==> src/rtl/img_frame_ctrl.sv <==
// img_frame_ctrl: parses a height/width header then presents RGB pixels with x/y coordinates.
module img_frame_ctrl #(
  parameter int MAX_DIM = 1024,
  parameter int DIM_W = 16
) (
  input  logic             clk,
  input  logic             reset,
  input  logic             start,
  input  logic [7:0]       byte_in,
  input  logic             byte_valid,
  output logic             byte_ready,
  output logic [DIM_W-1:0] height,
  output logic [DIM_W-1:0] width,
  output logic             hdr_valid,
  output logic [7:0]       pix_r,
  output logic [7:0]       pix_g,
  output logic [7:0]       pix_b,
  output logic [DIM_W-1:0] pix_x,
  output logic [DIM_W-1:0] pix_y,
  output logic             pix_valid,
  input  logic             pix_ready,
  output logic             busy,
  output logic             frame_done,
  output logic             err_dim
);
  typedef enum logic [2:0] {IDLE, HDR, PIX, OUT, DONE, ERR} state_t;
  localparam logic [DIM_W-1:0] MAX = DIM_W'(MAX_DIM);
  localparam logic [DIM_W-1:0] ONE = DIM_W'(1);
  state_t state, state_nx;
  logic [1:0] idx;
  logic [7:0] r_cap, g_cap;
  logic [DIM_W-1:0] w_full;
  logic accept, hdr_ok, take, x_end, last_pix, restart;
  assign byte_ready = state == HDR || state == PIX;
  assign busy = state == HDR || state == PIX || state == OUT || state == DONE;
  assign frame_done = state == DONE;
  assign err_dim = state == ERR;
  assign accept = byte_valid && byte_ready;
  assign restart = start && (state == IDLE || state == ERR);
  // width is only complete once its top byte is on byte_in
  assign w_full = DIM_W'({byte_in, width[7:0]});
  assign hdr_ok = height != '0 && w_full != '0 && height <= MAX && w_full <= MAX;
  assign take = state == OUT && pix_ready;
  assign x_end = pix_x == width - ONE;
  assign last_pix = x_end && pix_y == height - ONE;
  always_ff @(posedge clk or posedge reset)
    if (reset) state <= IDLE;
    else state <= state_nx;
  always_comb begin
    state_nx = state;
    case (state)
      IDLE, ERR: state_nx = start ? HDR : state;
      HDR:       state_nx = accept && idx == 2'd3 ? (hdr_ok ? PIX : ERR) : HDR;
      PIX:       state_nx = accept && idx == 2'd2 ? OUT : PIX;
      OUT:       state_nx = pix_ready ? (last_pix ? DONE : PIX) : OUT;
      default:   state_nx = IDLE;
    endcase
  end
  always_ff @(posedge clk or posedge reset) begin
    if (reset) begin
      idx <= '0;
      r_cap <= '0;
      g_cap <= '0;
      height <= '0;
      width <= '0;
      hdr_valid <= 1'b0;
      pix_r <= '0;
      pix_g <= '0;
      pix_b <= '0;
      pix_x <= '0;
      pix_y <= '0;
      pix_valid <= 1'b0;
    end else begin
      if (restart) begin
        hdr_valid <= 1'b0;
        idx <= '0;
        pix_x <= '0;
        pix_y <= '0;
      end
      if (accept)
        idx <= (state == HDR && idx == 2'd3) || (state == PIX && idx == 2'd2) ? 2'd0 : idx + 2'd1;
      if (accept && state == HDR)
        case (idx)
          2'd0: height[7:0] <= byte_in;
          2'd1: height[15:8] <= byte_in;
          2'd2: width[7:0] <= byte_in;
          default: begin
            width[15:8] <= byte_in;
            hdr_valid <= hdr_ok;
          end
        endcase
      if (accept && state == PIX)
        case (idx)
          2'd0: r_cap <= byte_in;
          2'd1: g_cap <= byte_in;
          default: begin
            pix_r <= r_cap;
            pix_g <= g_cap;
            pix_b <= byte_in;
            pix_valid <= 1'b1;
          end
        endcase
      if (take) begin
        pix_valid <= 1'b0;
        if (!last_pix) begin
          pix_x <= x_end ? '0 : pix_x + ONE;
          pix_y <= x_end ? pix_y + ONE : pix_y;
        end
      end
    end
  end
endmodule

==> config.mk <==
export PLATFORM = sky130hd
export DESIGN_NAME = img_frame_ctrl
export DESIGN_NICKNAME = d
export VERILOG_FILES = /design/src/rtl/img_frame_ctrl.sv
export SDC_FILE = /design/constraint.sdc
export NUM_CORES = 1
export LEC_CHECK = 0
export ABC_CLOCK_PERIOD_IN_PS = 7300
export CAP_MARGIN = 20
export CORE_MARGIN = 4
export CORE_UTILIZATION = 55
export CTS_CLUSTER_DIAMETER = 50
export CTS_CLUSTER_SIZE = 20
export DETAILED_ROUTE_END_ITERATION = 10
export PLACE_DENSITY = 0.93
export SYNTH_ARGS = -nofsm -noshare
export SYNTH_HDL_FRONTEND = slang
export SYNTH_SLANG_ARGS = --single-unit
==> constraint.sdc <==
create_clock -name clk -period 7.3 [get_ports clk]
set_input_delay 1.46 -clock clk [delete_from_list [all_inputs] [get_ports clk]]
set_output_delay 1.46 -clock clk [all_outputs]
set_load 0.01 [all_outputs]
==> metrics.csv, run 1 <==
metric,value,unit
cellLeakagePower,0.00314,uW
syn_inst,614,
worst-setup-path-type,flop to flop,
area_growth,22.6,%
clkTransAtPathRegs,0.08,ns
clock_path_buffers,2,
fin_crit_sh,54.7,%
peakVddDrop,160,uV
fmax,0.251,GHz
cts_root_buffer,clkbuf_16,
vias,5450,
crit_arrival,4.28,ns
synth_edf_count,0,
rr_worst_depth,8,
grt_pass1_vias,5537,
ys_top_cells_by_area,"dfrtp_1 (44%), mux2_2 (13%), xnor2_1 (3.8%), nand3_1 (3.3%), nand4_1 (2.7%)",
preCtsSetupSlack,3.41,ns
period_needed,3.99,ns
drive_gt1_share,16.2,%
portBuffers,106,
drc,0,
seq_area_frac_synth,44.1,%
crit_path_max_fanout,30,
run_status,"complete, no violations",
row_count,38,
wire_per_inst,20.3,um
worst_slew_pin_slew,1.05,ns
dpl.hpwl,12.2,mm
gp_congestion,0.905,
finalSetupViolations,0,
rr_endpoint,pix_x[0],
p_per_area,315,mW/mm^2
cts-hold-fix-buffers,0,
async_flop_share,100,%
track_usage,26.7,%
rsz0062_at_grt,false,
netlist_area,0.00629,sq mm
routed_wl,17.2,mm
antenna_found_initial,0,
setup_ws,3.31,ns
core-area,0.0110,sq mm
clkLatencyLatePin,0.35,ns
post_cts_buffers,0,
grt_start_max_net_pins,61,
finalHoldViolations,0,
drv_cap,0,
vias_per_cell,6.42,
fill_cells,815,
slew_headroom,29.7,%
finClkSkew,0.00743,ns
cts_buffers,9,
synth_seq_cells,111,
synthFlopType,dfrtp_1,
synth_top_area_share,44.1,%
initialDrtViolationCount,334,
start_util,57.1,%
reg2reg_slack,3.31,ns
synth_area_leader_cell,dfrtp_1,
start_kind,flop,
hold-worst-slack,0.509,ns
utilization,70.0,%
finalSetupTns,0,ns
die-area,0.0132,sq mm
synthTopCellsByCount,"dfrtp_1 (111), mux2_2 (72), nand3_1 (41)",
hold_path_class,flop to flop,
die_w,115,um
dieHeight,115,um
antenna_cells,0,
min_from,g_cap[2],
r2r_start,height[0],
yosys_warnings,0,
grt_pass1_wl,28.2,mm
maxSlewViolCount,0,
ctsHtreeMaxLevel,3,
cts_tree,built,
end_kind,flop,
yosys.cell_count.top_type,dfrtp_1,
drt_first_pass_iters,5,
cts_sinks,111,
postRouteAntennaNets,0,
whs_path_depth,1,
grt.overflow.total,0,
avgSynthCellArea,10.3,sq um
cts-resized-gates,0,
synth.distinct_cells,57,
ios,107,
whs_endpoint,g_cap[2],
total_power,2430,uW
cp.required,7.59,ns
nNetsFinal,727,
synth_nets,636,
-- sequential cells by signal (all words and copies together) (netlist names) --
| name | flops |
|---|---|
| pix_r | 8 |
| state | 3 |
| g_cap | 8 |
| pix_b | 8 |
| width | 16 |
| height | 16 |
| pix_valid | 1 |
| pix_g | 8 |
| pix_y | 16 |
| hdr_valid | 1 |
| pix_x | 16 |
| r_cap | 8 |
| idx | 2 |
-- where the power goes --
part	leakage (uW)	switching [uW]	internal (uW)
registers	0.00147	256	733
clock network	0.000130	238	236
logic	0.00154	449	517
-- layout by cell type, fill, tap and decap left out, types with 3 or more instances in the layout --
master and instances:
clkbuf_16 9, clkdlybuf4s50_1 106, mux2i_1 3, nand2_1 35
buf_4 3, a31oi_1 4, dfrtp_1 111, nand2b_1 9
nor2_1 28, and3_1 4, or4_4 3, and2_1 5
a31o_1 10, o2111ai_1 3, ha_1 9, or4_1 10
nand4_1 27, o31ai_1 3, or2_2 7, nor2b_1 6
nand3_1 41, inv_1 27, nor4_1 9, nor3_1 11
or3_1 24, a31o_2 6, xor2_1 14, o21ai_0 5
mux2_2 72, xnor2_1 27, a21oi_1 21, o22ai_1 3
o211ai_1 16
-- cell type report --
| type | count | area, sq um | share of cell area, % |
|---|---|---|---|
| Tap cell | 140 | 175 | 2.27 |
| Timing Repair Buffer | 109 | 1080 | 14.0 |
| Multi-Input combinational cell | 446 | 3290 | 42.7 |
| Sequential cell | 111 | 2780 | 36.0 |
| Inverter | 28 | 108 | 1.39 |
| Clock inverter | 6 | 52.6 | 0.681 |
| Clock buffer | 9 | 225 | 2.92 |
-- layer usage --
metal  global-route usage (%)  part of all wire, %
met1                     34.2                   40
met2                     44.4                   50
met3                     6.11                  7.2
met4                     10.1                  2.9
met5                        0                    0
-- worst max-delay path: stages, from the launching register on --
cell      delay (ns)
dfrtp_1         0.47
inv_1           0.09
ha_1            0.28
or4b_4          0.52
or4_4           0.54
or3_4           0.40
a2111o_1        0.82
o21ai_4         0.56
a31o_2          0.23
-- logic make-up after synthesis --
group,after synthesis,share of synthesized area (%)
AO/OA/AOI/OAI,89,10.9
XOR/XNOR,41,5.71
adder cells (fa/ha/maj),10,1.95
buffers and inverters,57,3.66
flip-flops,111,44.1
multiplexers,75,13.4
AND/OR/NAND/NOR,231,20.3
-- how the worst max path moves through the flow --
stage / end / cells past startpoint / start / slack, ns
CTS: pix_x[0] / 8 / height[0] / 3.37
finish: pix_x[0] / 8 / height[0] / 3.31
floorplan: g_cap[0] / 1 / reset / 2.91
detailed placement: pix_x[0] / 8 / height[0] / 3.41
global route: pix_x[2] / 8 / height[0] / 3.14
global placement: pix_x[2] / 8 / height[0] / 3.56
-- metrics by stage --
step / std cells / instance area (sq um)
finish: 849 / 7720
global route: 849 / 7720
CTS: 849 / 7720
detailed placement: 834 / 7440
global placement: 834 / 7440
floorplan: 614 / 6290
Note: power is estimated with default switching activity, not from simulation.
==> run 2: changes to the inputs <==
==> config.mk (replaced) <==
export PLATFORM = sky130hd
export DESIGN_NAME = img_frame_ctrl
export DESIGN_NICKNAME = d
export VERILOG_FILES = /design/src/rtl/img_frame_ctrl.sv
export SDC_FILE = /design/constraint.sdc
export NUM_CORES = 1
export LEC_CHECK = 0
export ABC_CLOCK_PERIOD_IN_PS = 3400
export CAP_MARGIN = 20
export CORE_MARGIN = 4
export CORE_UTILIZATION = 49
export CTS_CLUSTER_DIAMETER = 50
export CTS_CLUSTER_SIZE = 20
export DETAILED_ROUTE_END_ITERATION = 10
export PLACE_DENSITY = 0.89
export SYNTH_ARGS = -nofsm -noshare
export SYNTH_HDL_FRONTEND = slang
export SYNTH_SLANG_ARGS = --single-unit
==> constraint.sdc (replaced) <==
create_clock -name clk -period 3.4 [get_ports clk]
set_input_delay 0.68 -clock clk [delete_from_list [all_inputs] [get_ports clk]]
set_output_delay 0.68 -clock clk [all_outputs]
set_load 0.01 [all_outputs]
==> run 2 against run 1 <==
Effect of this change:
- core utilization decreased by 7.3 points
- fmax increased by 23%
- global-route usage decreased by 3.8 points
- via count decreased by 3.5%
- register-to-register slack got worse by 3.2 ns
- first-iteration DRC count increased by 30%
- clock skew decreased by 0.00075 ns
- sequential cell count unchanged
- die area increased by 11%
- clock-buffer cell count increased by 2
- sequential power increased by 110%
- critical endpoint is now pix_x[7]
- largest cell class unchanged
- largest power group is now combinational cells
==> metrics.csv, run 2 (same netlist as run 1, synthesis figures left out) <==
metric,value,unit,change
run_status,"complete, no violations",,unchanged
core-area,0.0126,sq mm,was 0.0110 sq mm
finalInstanceArea,0.00791,sq mm,was 0.00772 sq mm
cts_buffers,9,,unchanged
drive_gt1_share,17.8,%,was 16.2%
dpl.hpwl,12.0,mm,was 12.2 mm
drv_cap,0,,unchanged
clkLatencyLatePin,0.36,ns,was 0.35 ns
start_kind,flop,,unchanged
drc,0,,unchanged
nNetsFinal,742,,was 727
vias,5260,,was 5450
hold_path_class,flop to flop,,unchanged
cp.required,3.69,ns,was 7.59 ns
cellLeakagePower,0.00323,uW,was 0.00314 uW
crit_path_max_fanout,16,,was 30
cts_tree,built,,unchanged
clkTransAtPathRegs,0.07,ns,was 0.08 ns
ctsHtreeMaxLevel,3,,unchanged
total_power,5340,uW,was 2430 uW
maxSlewViolCount,0,,unchanged
start_util,49.9,%,was 57.1%
grt.overflow.total,0,,unchanged
postRouteAntennaNets,0,,unchanged
period_needed,3.25,ns,was 3.99 ns
rr_worst_depth,8,,unchanged
finClkSkew,0.00668,ns,was 0.00743 ns
portBuffers,106,,unchanged
grt_pass1_wl,26.9,mm,was 28.2 mm
clock_path_buffers,2,,unchanged
die_w,121,um,was 115 um
gp_congestion,0.874,,was 0.905
min_from,g_cap[0],,was g_cap[2]
cts-hold-fix-buffers,0,,unchanged
antenna_cells,0,,unchanged
p_per_area,676,mW/mm^2,was 315 mW/mm^2
r2r_start,height[1],,was height[0]
grt_pass1_vias,5200,,was 5537
rr_endpoint,pix_x[7],,was pix_x[0]
seqCellArea,0.00278,sq mm,unchanged
end_kind,flop,,unchanged
antenna_found_initial,0,,unchanged
rsz0062_at_grt,false,,unchanged
ios,107,,unchanged
whs_endpoint,g_cap[0],,was g_cap[2]
finalSetupViolations,0,,unchanged
finalSetupTns,0,ns,unchanged
vias_per_cell,5.86,,was 6.42
initialDrtViolationCount,433,,was 334
multi_input_area,0.00329,sq mm,unchanged
dpl_cell_area,0.00760,sq mm,was 0.00744 sq mm
cts_root_buffer,clkbuf_16,,unchanged
track_usage,22.9,%,was 26.7%
crit_arrival,3.54,ns,was 4.28 ns
finalHoldViolations,0,,unchanged
fmax,0.308,GHz,was 0.251 GHz
fill_cells,1011,,was 815
routed_wl,16.8,mm,was 17.2 mm
final_cell_mix,"dfrtp_1 (111), clkdlybuf4s50_1 (106), mux2_2 (72)",,unchanged
wire_per_inst,18.8,um,was 20.3 um
final_common_cell,dfrtp_1,,unchanged
drt_first_pass_iters,5,,unchanged
cts_sinks,111,,unchanged
fin_crit_sh,95.5,%,was 54.7%
whs_path_depth,1,,unchanged
met1_length,7.11,mm,was 6.93 mm
grt_start_max_net_pins,112,,was 61
worst-setup-path-type,flop to flop,,unchanged
die-area,0.0147,sq mm,was 0.0132 sq mm
reg2reg_slack,0.15,ns,was 3.31 ns
met2_length,8.46,mm,was 8.55 mm
area_growth,25.6,%,was 22.6%
dieHeight,121,um,was 115 um
peakVddDrop,450,uV,was 160 uV
row_count,41,,was 38
slew_headroom,42.6,%,was 29.7%
worst_slew_pin_slew,0.859,ns,was 1.05 ns
dr_wl_met3,1.01,mm,was 1.24 mm
top_layer_used,met4,,unchanged
==> run 2: routing by layer <==
metal  vias to the layer above  track usage, %
met4                         0            6.65
met2                       168            38.7
met1                      2586            28.8
met3                        28            6.29
met5                         -               0
li1                       2478               -
==> run 2: worst max path at each step <==
stage | slack, ns | start | end
5_1_grt | 0.04 | height[1] | pix_x[7]
2_1_floorplan | 0.14 | height[0] | state[1]
6_report | 0.15 | height[1] | pix_x[7]
4_1_cts | 0.11 | height[1] | pix_x[5]
3_3_place_gp | 0.20 | height[1] | pix_x[15]
3_5_place_dp | 0.12 | height[1] | pix_x[5]
==> run 2: area by class of cell <==
cell class / count / share of cell area [%]
repair buffers: 124 / 15.3
flip-flops and latches: 111 / 35.1
multi-input cells: 446 / 41.7
clock inverters: 5 / 0.807
well taps: 172 / 2.72
clock buffers: 11 / 2.94
inverters: 28 / 1.38
==> run 2: worst max-delay path, cell delays in order, from the launching register on <==
cell and delay (ns):
dfrtp_1 0.43, inv_1 0.08, ha_1 0.16, or4b_4 0.48, or4_4 0.54, or3_4 0.40, a2111o_1 0.46, o21ai_4 0.41
a31o_1 0.22
==> run 2: power breakdown <==
| group | leakage (uW) | switching [uW] | total (uW) | internal (uW) |
|---|---|---|---|---|
| Sequential | 0.00147 | 476 | 2050 | 1580 |
| Combinational | 0.00161 | 1040 | 2220 | 1180 |
| Clock | 0.000146 | 493 | 1070 | 582 |
| Total | 0.00323 | 2010 | 5340 | 3340 |
==> run 2: timing repair <==
item / in CTS / in global routing
resized for setup: 0 / 1
buffers inserted: 0 / 0
setup endpoints to repair: 0 / 10
==> run 2: metrics by stage <==
step | cells | util [%] | hold slack [ns] | worst slack (ns)
after global routing | 897 | 62.6 | 0.524 | 0.0377
final | 897 | 62.6 | 0.507 | 0.152
after detailed placement | 881 | 60.3 | 0.493 | 0.118
after CTS | 897 | 62.6 | 0.510 | 0.106
after floorplan | 614 | - | 0.475 | 0.141
after global placement | 881 | 60.3 | 0.483 | 0.199
